$ cat src/rtl/tlb_lru_ctrl.sv
// LRU replacement controller for a set-associative TLB: per-set/per-way age counters,
// touch updates with one-cycle renormalisation on saturation, sequential flush, victim query.
module tlb_lru_ctrl #(
   parameter int NUM_WAYS = 4,
   parameter int NUM_SETS = 16,
   parameter int LRU_BITS = 4,
   parameter int WAY_W    = $clog2(NUM_WAYS),
   parameter int SET_W    = $clog2(NUM_SETS)
) (
   input  logic                clk,
   input  logic                rst,
   input  logic                touch_valid,
   output logic                touch_ready,
   input  logic [SET_W-1:0]    touch_set,
   input  logic [WAY_W-1:0]    touch_way,
   input  logic                vic_req,
   output logic                vic_ready,
   input  logic [SET_W-1:0]    vic_set,
   input  logic [NUM_WAYS-1:0] vic_way_valid,
   output logic                vic_valid,
   output logic [WAY_W-1:0]    vic_way,
   input  logic                flush,
   output logic                busy
);

   typedef enum logic [1:0] {IDLE, RENORM, FLUSH} state_e;

   localparam logic [LRU_BITS-1:0] CNT_MAX = '1;

   state_e                                         state_q;
   logic [NUM_SETS-1:0][NUM_WAYS-1:0][LRU_BITS-1:0] cnt_q;
   logic [SET_W-1:0]                               rn_set_q;
   logic [WAY_W-1:0]                               rn_way_q;
   logic [SET_W-1:0]                               fl_idx_q;
   logic                                           vic_valid_q;
   logic [WAY_W-1:0]                               vic_way_q;

   logic [LRU_BITS-1:0]                  tmax_d;
   logic [NUM_WAYS-1:0][LRU_BITS-1:0]    rank_d;
   logic [WAY_W-1:0]                     vic_sel_d;
   logic [LRU_BITS-1:0]                  vmin_d;
   logic                                 found_d;

   assign busy        = (state_q != IDLE);
   assign vic_ready   = !busy;
   assign touch_ready = (state_q == IDLE) && !flush;
   assign vic_valid   = vic_valid_q;
   assign vic_way     = vic_way_q;

   always_comb begin
      tmax_d = '0;
      for (int w = 0; w < NUM_WAYS; w++)
         if (cnt_q[touch_set][w] > tmax_d) tmax_d = cnt_q[touch_set][w];
   end

   // Rank = number of ways strictly older, with index breaking ties so ranks are unique.
   always_comb begin
      for (int w = 0; w < NUM_WAYS; w++) begin
         rank_d[w] = '0;
         for (int v = 0; v < NUM_WAYS; v++)
            if ((cnt_q[rn_set_q][v] < cnt_q[rn_set_q][w]) ||
                ((cnt_q[rn_set_q][v] == cnt_q[rn_set_q][w]) && (v < w)))
               rank_d[w] = rank_d[w] + LRU_BITS'(1);
      end
   end

   always_comb begin
      vic_sel_d = '0;
      found_d   = 1'b0;
      vmin_d    = cnt_q[vic_set][0];
      for (int w = 0; w < NUM_WAYS; w++)
         if (!found_d && !vic_way_valid[w]) begin
            vic_sel_d = WAY_W'(w);
            found_d   = 1'b1;
         end
      if (!found_d)
         for (int w = 1; w < NUM_WAYS; w++)
            if (cnt_q[vic_set][w] < vmin_d) begin
               vmin_d    = cnt_q[vic_set][w];
               vic_sel_d = WAY_W'(w);
            end
   end

   always_ff @(posedge clk or posedge rst) begin
      if (rst) begin
         state_q     <= IDLE;
         cnt_q       <= '0;
         rn_set_q    <= '0;
         rn_way_q    <= '0;
         fl_idx_q    <= '0;
         vic_valid_q <= 1'b0;
         vic_way_q   <= '0;
      end else begin
         // Query reads the counters as they stand this cycle, before any touch lands.
         vic_valid_q <= vic_req && vic_ready;
         if (vic_req && vic_ready) vic_way_q <= vic_sel_d;
         case (state_q)
            IDLE: begin
               if (flush) begin
                  state_q  <= FLUSH;
                  fl_idx_q <= '0;
               end else if (touch_valid) begin
                  if (tmax_d == CNT_MAX) begin
                     state_q  <= RENORM;
                     rn_set_q <= touch_set;
                     rn_way_q <= touch_way;
                  end else begin
                     cnt_q[touch_set][touch_way] <= tmax_d + LRU_BITS'(1);
                  end
               end
            end
            RENORM: begin
               for (int w = 0; w < NUM_WAYS; w++)
                  cnt_q[rn_set_q][w] <= (WAY_W'(w) == rn_way_q) ? LRU_BITS'(NUM_WAYS) : rank_d[w];
               if (flush) begin
                  state_q  <= FLUSH;
                  fl_idx_q <= '0;
               end else begin
                  state_q  <= IDLE;
               end
            end
            FLUSH: begin
               cnt_q[fl_idx_q] <= '0;
               fl_idx_q        <= fl_idx_q + SET_W'(1);
               if (fl_idx_q == SET_W'(NUM_SETS - 1)) state_q <= IDLE;
            end
            default: state_q <= IDLE;
         endcase
      end
   end

endmodule

$ cat config.mk
export PLATFORM = sky130hd
export DESIGN_NAME = tlb_lru_ctrl
export DESIGN_NICKNAME = d
export VERILOG_FILES = /design/src/rtl/tlb_lru_ctrl.sv
export SDC_FILE = /design/constraint.sdc
export NUM_CORES = 1
export LEC_CHECK = 0
export CAP_MARGIN = 10
export CORE_AREA = 3 3 230 176
export DETAILED_ROUTE_END_ITERATION = 7
export DIE_AREA = 0 0 233 179
export MAX_ROUTING_LAYER = met4
export PLACE_DENSITY = 0.83
export SYNTH_ARGS = -nofsm -noshare
export SYNTH_HDL_FRONTEND = slang
export SYNTH_SLANG_ARGS = --single-unit
$ cat constraint.sdc
create_clock -name clk -period 8.6 [get_ports clk]
set_input_delay 1.72 -clock clk [delete_from_list [all_inputs] [get_ports clk]]
set_output_delay 1.72 -clock clk [all_outputs]
set_load 0.01 [all_outputs]
==> results.txt <==
- The flow ran to the end, and the final reports show no timing, DRC or antenna violations.
- Endpoint of the worst hold-timing path: vic_way[1]
- Post-route cell area: 0.0237 mm²
- Entering global routing, the biggest net connects 165 pins.
- Avg Inst Size Synth: 10.8 µm²
- Count of final hold-check violations: 0
- Worst slack on hold paths: 0.487 ns
- I/O pin count: 25
- The largest single stage delay on the critical path is 0.57 ns.
* Maximum clock rate: 123 MHz
- During synthesis, Yosys emitted a total of 0 warnings.
- Vias post-DR: 20600
- Via count of the first global-routing pass: 19400
* CTS Sinks: 271
* DRC violations left: 0
- Yosys cell types: 69
- Remaining Overflow, GRT: 0
- Detailed-routing iteration count for the pre-antenna-repair pass: 6
* Worst reg-to-reg setup slack: 1.54 ns
* Number of antenna violations at the first check in global routing: 4
- In the finished design, the share of the clock period the worst path needs comes to 94.3%.
* Total of flip-flops plus latches after synthesis: 271
- Cell Pwr Density: 235 mW/mm²
* Synth top area share: 32.3%
- RSZ-0062 raised after global routing: false
* Most frequent cells after synthesis: 271 x dfrtp_1, 236 x mux4_2, 189 x o22ai_1
- The first routing iteration left 3898 violations.
- Summed over all cells, the static leakage comes to 0.00951 µW.
- In this run the number of H-tree levels came out at 1.
- The final-report max-slew violation count came to 0.
- The first global-routing pass estimated 141 mm of wire.
- After synthesis, the share of flip-flops with an asynchronous set or reset is 100%.
- Post_cts resized: 0
- Post-detailed-route via-to-cell ratio: 8.12
- Global Route Usage Sum: 48.6%
* Count leader, synth: dfrtp_1
- Synthesized netlist cell count: 1952
* Total length of routed wires: 97.3 mm
- Final #Nets: 2081
- The worst setup path is launched from an input pin.
- Cts-stage hold buffer count: 0
* Full die area: 0.0417 mm²
- Clock latency on the worst-skew pair, taken at its later pin, is 0.63 ns.
- Commonest register cell after synthesis: dfrtp_1
* Worst IR drop on VDD: 0.000183 V
- After layout, the minimum clock period comes to 8.11 ns.
- The worst setup path is of the in2reg kind.
- Of the synthesized area, sequential elements account for 32.3%.
* Core footprint: 0.0382 mm²
- Of all nets on the critical path, the largest fanout is 14.
- Data on the critical path arrives at its endpoint at 8.63 ns.
- For the pin with the worst max-slew slack, the measured transition is 1.35 ns.
* Maxcap violations: 0
- Final cell utilization of the core: 62.0%
* Clk_skew: 0.0355 ns
* Post-CTS Repair Setup Buffers: 0
- The clock passes through at most 3 buffers.
- Detailed placer's ending HPWL: 72.1 mm
* Endpoint type of the worst setup path: register
- Worst rel slew slack: 9.78%
- In the final routed layout, each cell accounts on average for 38.3 µm.
- From synthesis to final layout, the design area changed by 12.9%.
* Worst R2R Path Depth: 31
- Placed standard-cell area: 0.0226 mm²
- The min-delay analysis places its worst path in the category reg2reg.
- The synthesized design contains 0 enable-type register cells.
- Clock buffer count from CTS: 31
* Gpl congestion: 1.13
* Worst slack at placement: 0.0758 ns
- After synthesis the cells add up to 0.0210 mm².
- After routing, the total negative slack on setup checks comes to 0 ns.
* Die boundary height: 179 µm
- The floorplan has 62 rows.
* Clock-pin slew on the worst setup and hold paths: 0.07 ns
* Initial Utilization: 54.9%
- Critical path's slowest cell: mux4_2
- Required time of the critical path: 9.11 ns
- In the final layout, the share of cells above drive strength 1 is 24.2%.
- Library cell occupying the most area in the post-synthesis netlist: dfrtp_1
* Setup slack after layout: 0.488 ns
- Top cells by area, synth: dfrtp_1 32%, mux4_2 25%, a22o_1 6.7%
* Net Count, Synth: 2034
* Clock root buffer master: clkbuf_16
- In this run the most critical hold path is launched from vic_way[1].
- Horizontal extent of the die: 233 µm
- The worst hold path passes through 2 cells.
- TritonCTS built the clock tree.
* Number of I/O port buffers: 24
* Count of nets left with antenna violations after detail routing: 0
- Setup violations remaining at the end of the flow were counted as 0.
layer usage:
metal,up-vias,GRT usage [%],share of wire (%)
met2,2146,61.8,38
li1,7895,-,-
met4,0,21.1,6.2
met3,376,23.8,19
met1,10200,65.1,37
met5,-,-,0
layout make-up:
class                           instances  area (µm²)
Fill cell                            3043       14500
Multi-Input combinational cell       1433       13200
Sequential cell                       271        6790
Timing Repair Buffer                  181        1680
Clock buffer                           42         887
Tap cell                              512         641
Inverter                               81         308
Clock inverter                         15         185
Antenna cell                            5        12.5
worst max path at each step:
stage / startpoint / depth (start not counted) / end
6_report: touch_set[0] / 32 / register
5_1_grt: touch_set[0] / 34 / register
4_1_cts: touch_set[0] / 32 / register
3_5_place_dp: touch_set[0] / 32 / register
3_3_place_gp: touch_set[0] / 32 / register
2_1_floorplan: touch_set[1] / 35 / register
power breakdown:
part	leakage [µW]	switching, µW	total (µW)	internal [µW]
combinational	0.00522	1810	2690	880
sequential	0.00377	106	1450	1350
clock	0.000526	622	1440	817
worst max-delay path, delay by kind of cell:
family,cells,cell delay (ns)
adder cells (fa/ha/maj),4,1.08
buffers and inverters,6,0.90
AND/OR/NAND/NOR,6,0.86
multiplexers,2,1.11
AO/OA/AOI/OAI,14,2.90
through the flow:
stage	total power, µW	cells
2_1_floorplan	2830	1952
3_3_place_gp	3960	2477
3_5_place_dp	3990	2477
4_1_cts	5400	2534
5_1_grt	5670	2539
6_report	5580	2540
kinds of logic after synthesis:
family / share of synthesized area [%]
compound gates: 22.5
mux: 26.5
buf+inv: 5.14
simple gates: 9.63
xor+xnor: 0.209
fa+ha+maj: 3.75
flops: 32.3
cell usage in the layout (no fill, tap or decap), types with 6 or more instances in the layout:
| master | synthesis | routed |
|---|---|---|
| buf_12 | 0 | 22 |
| o21a_1 | 7 | 7 |
| and3_1 | 8 | 8 |
| dfrtp_1 | 271 | 269 |
| o21ai_1 | 32 | 32 |
| nor2b_1 | 20 | 20 |
| nand4_1 | 10 | 10 |
| nor3_2 | 2 | 7 |
| nor3_1 | 22 | 17 |
| clkdlybuf4s50_1 | 0 | 20 |
| mux2_1 | 6 | 6 |
| o22ai_1 | 189 | 189 |
| a22o_1 | 161 | 161 |
| mux2i_1 | 13 | 13 |
| o21ai_0 | 43 | 43 |
| nand2_1 | 162 | 161 |
| nand3_1 | 37 | 37 |
| o2bb2ai_1 | 58 | 58 |
| inv_1 | 78 | 76 |
| ha_1 | 63 | 62 |
| mux4_2 | 236 | 236 |
| nor2_1 | 110 | 110 |
| clkbuf_16 | 0 | 31 |
| a21oi_1 | 107 | 107 |
| nand2b_1 | 35 | 35 |
| a32o_1 | 10 | 10 |
| o211ai_1 | 7 | 7 |
| clkbuf_8 | 0 | 7 |
| o32ai_1 | 7 | 7 |
| buf_4 | 5 | 138 |
| or2_2 | 6 | 6 |
| and2_1 | 12 | 12 |
| o22a_1 | 7 | 7 |
Note: power is estimated with default switching activity, not from simulation.
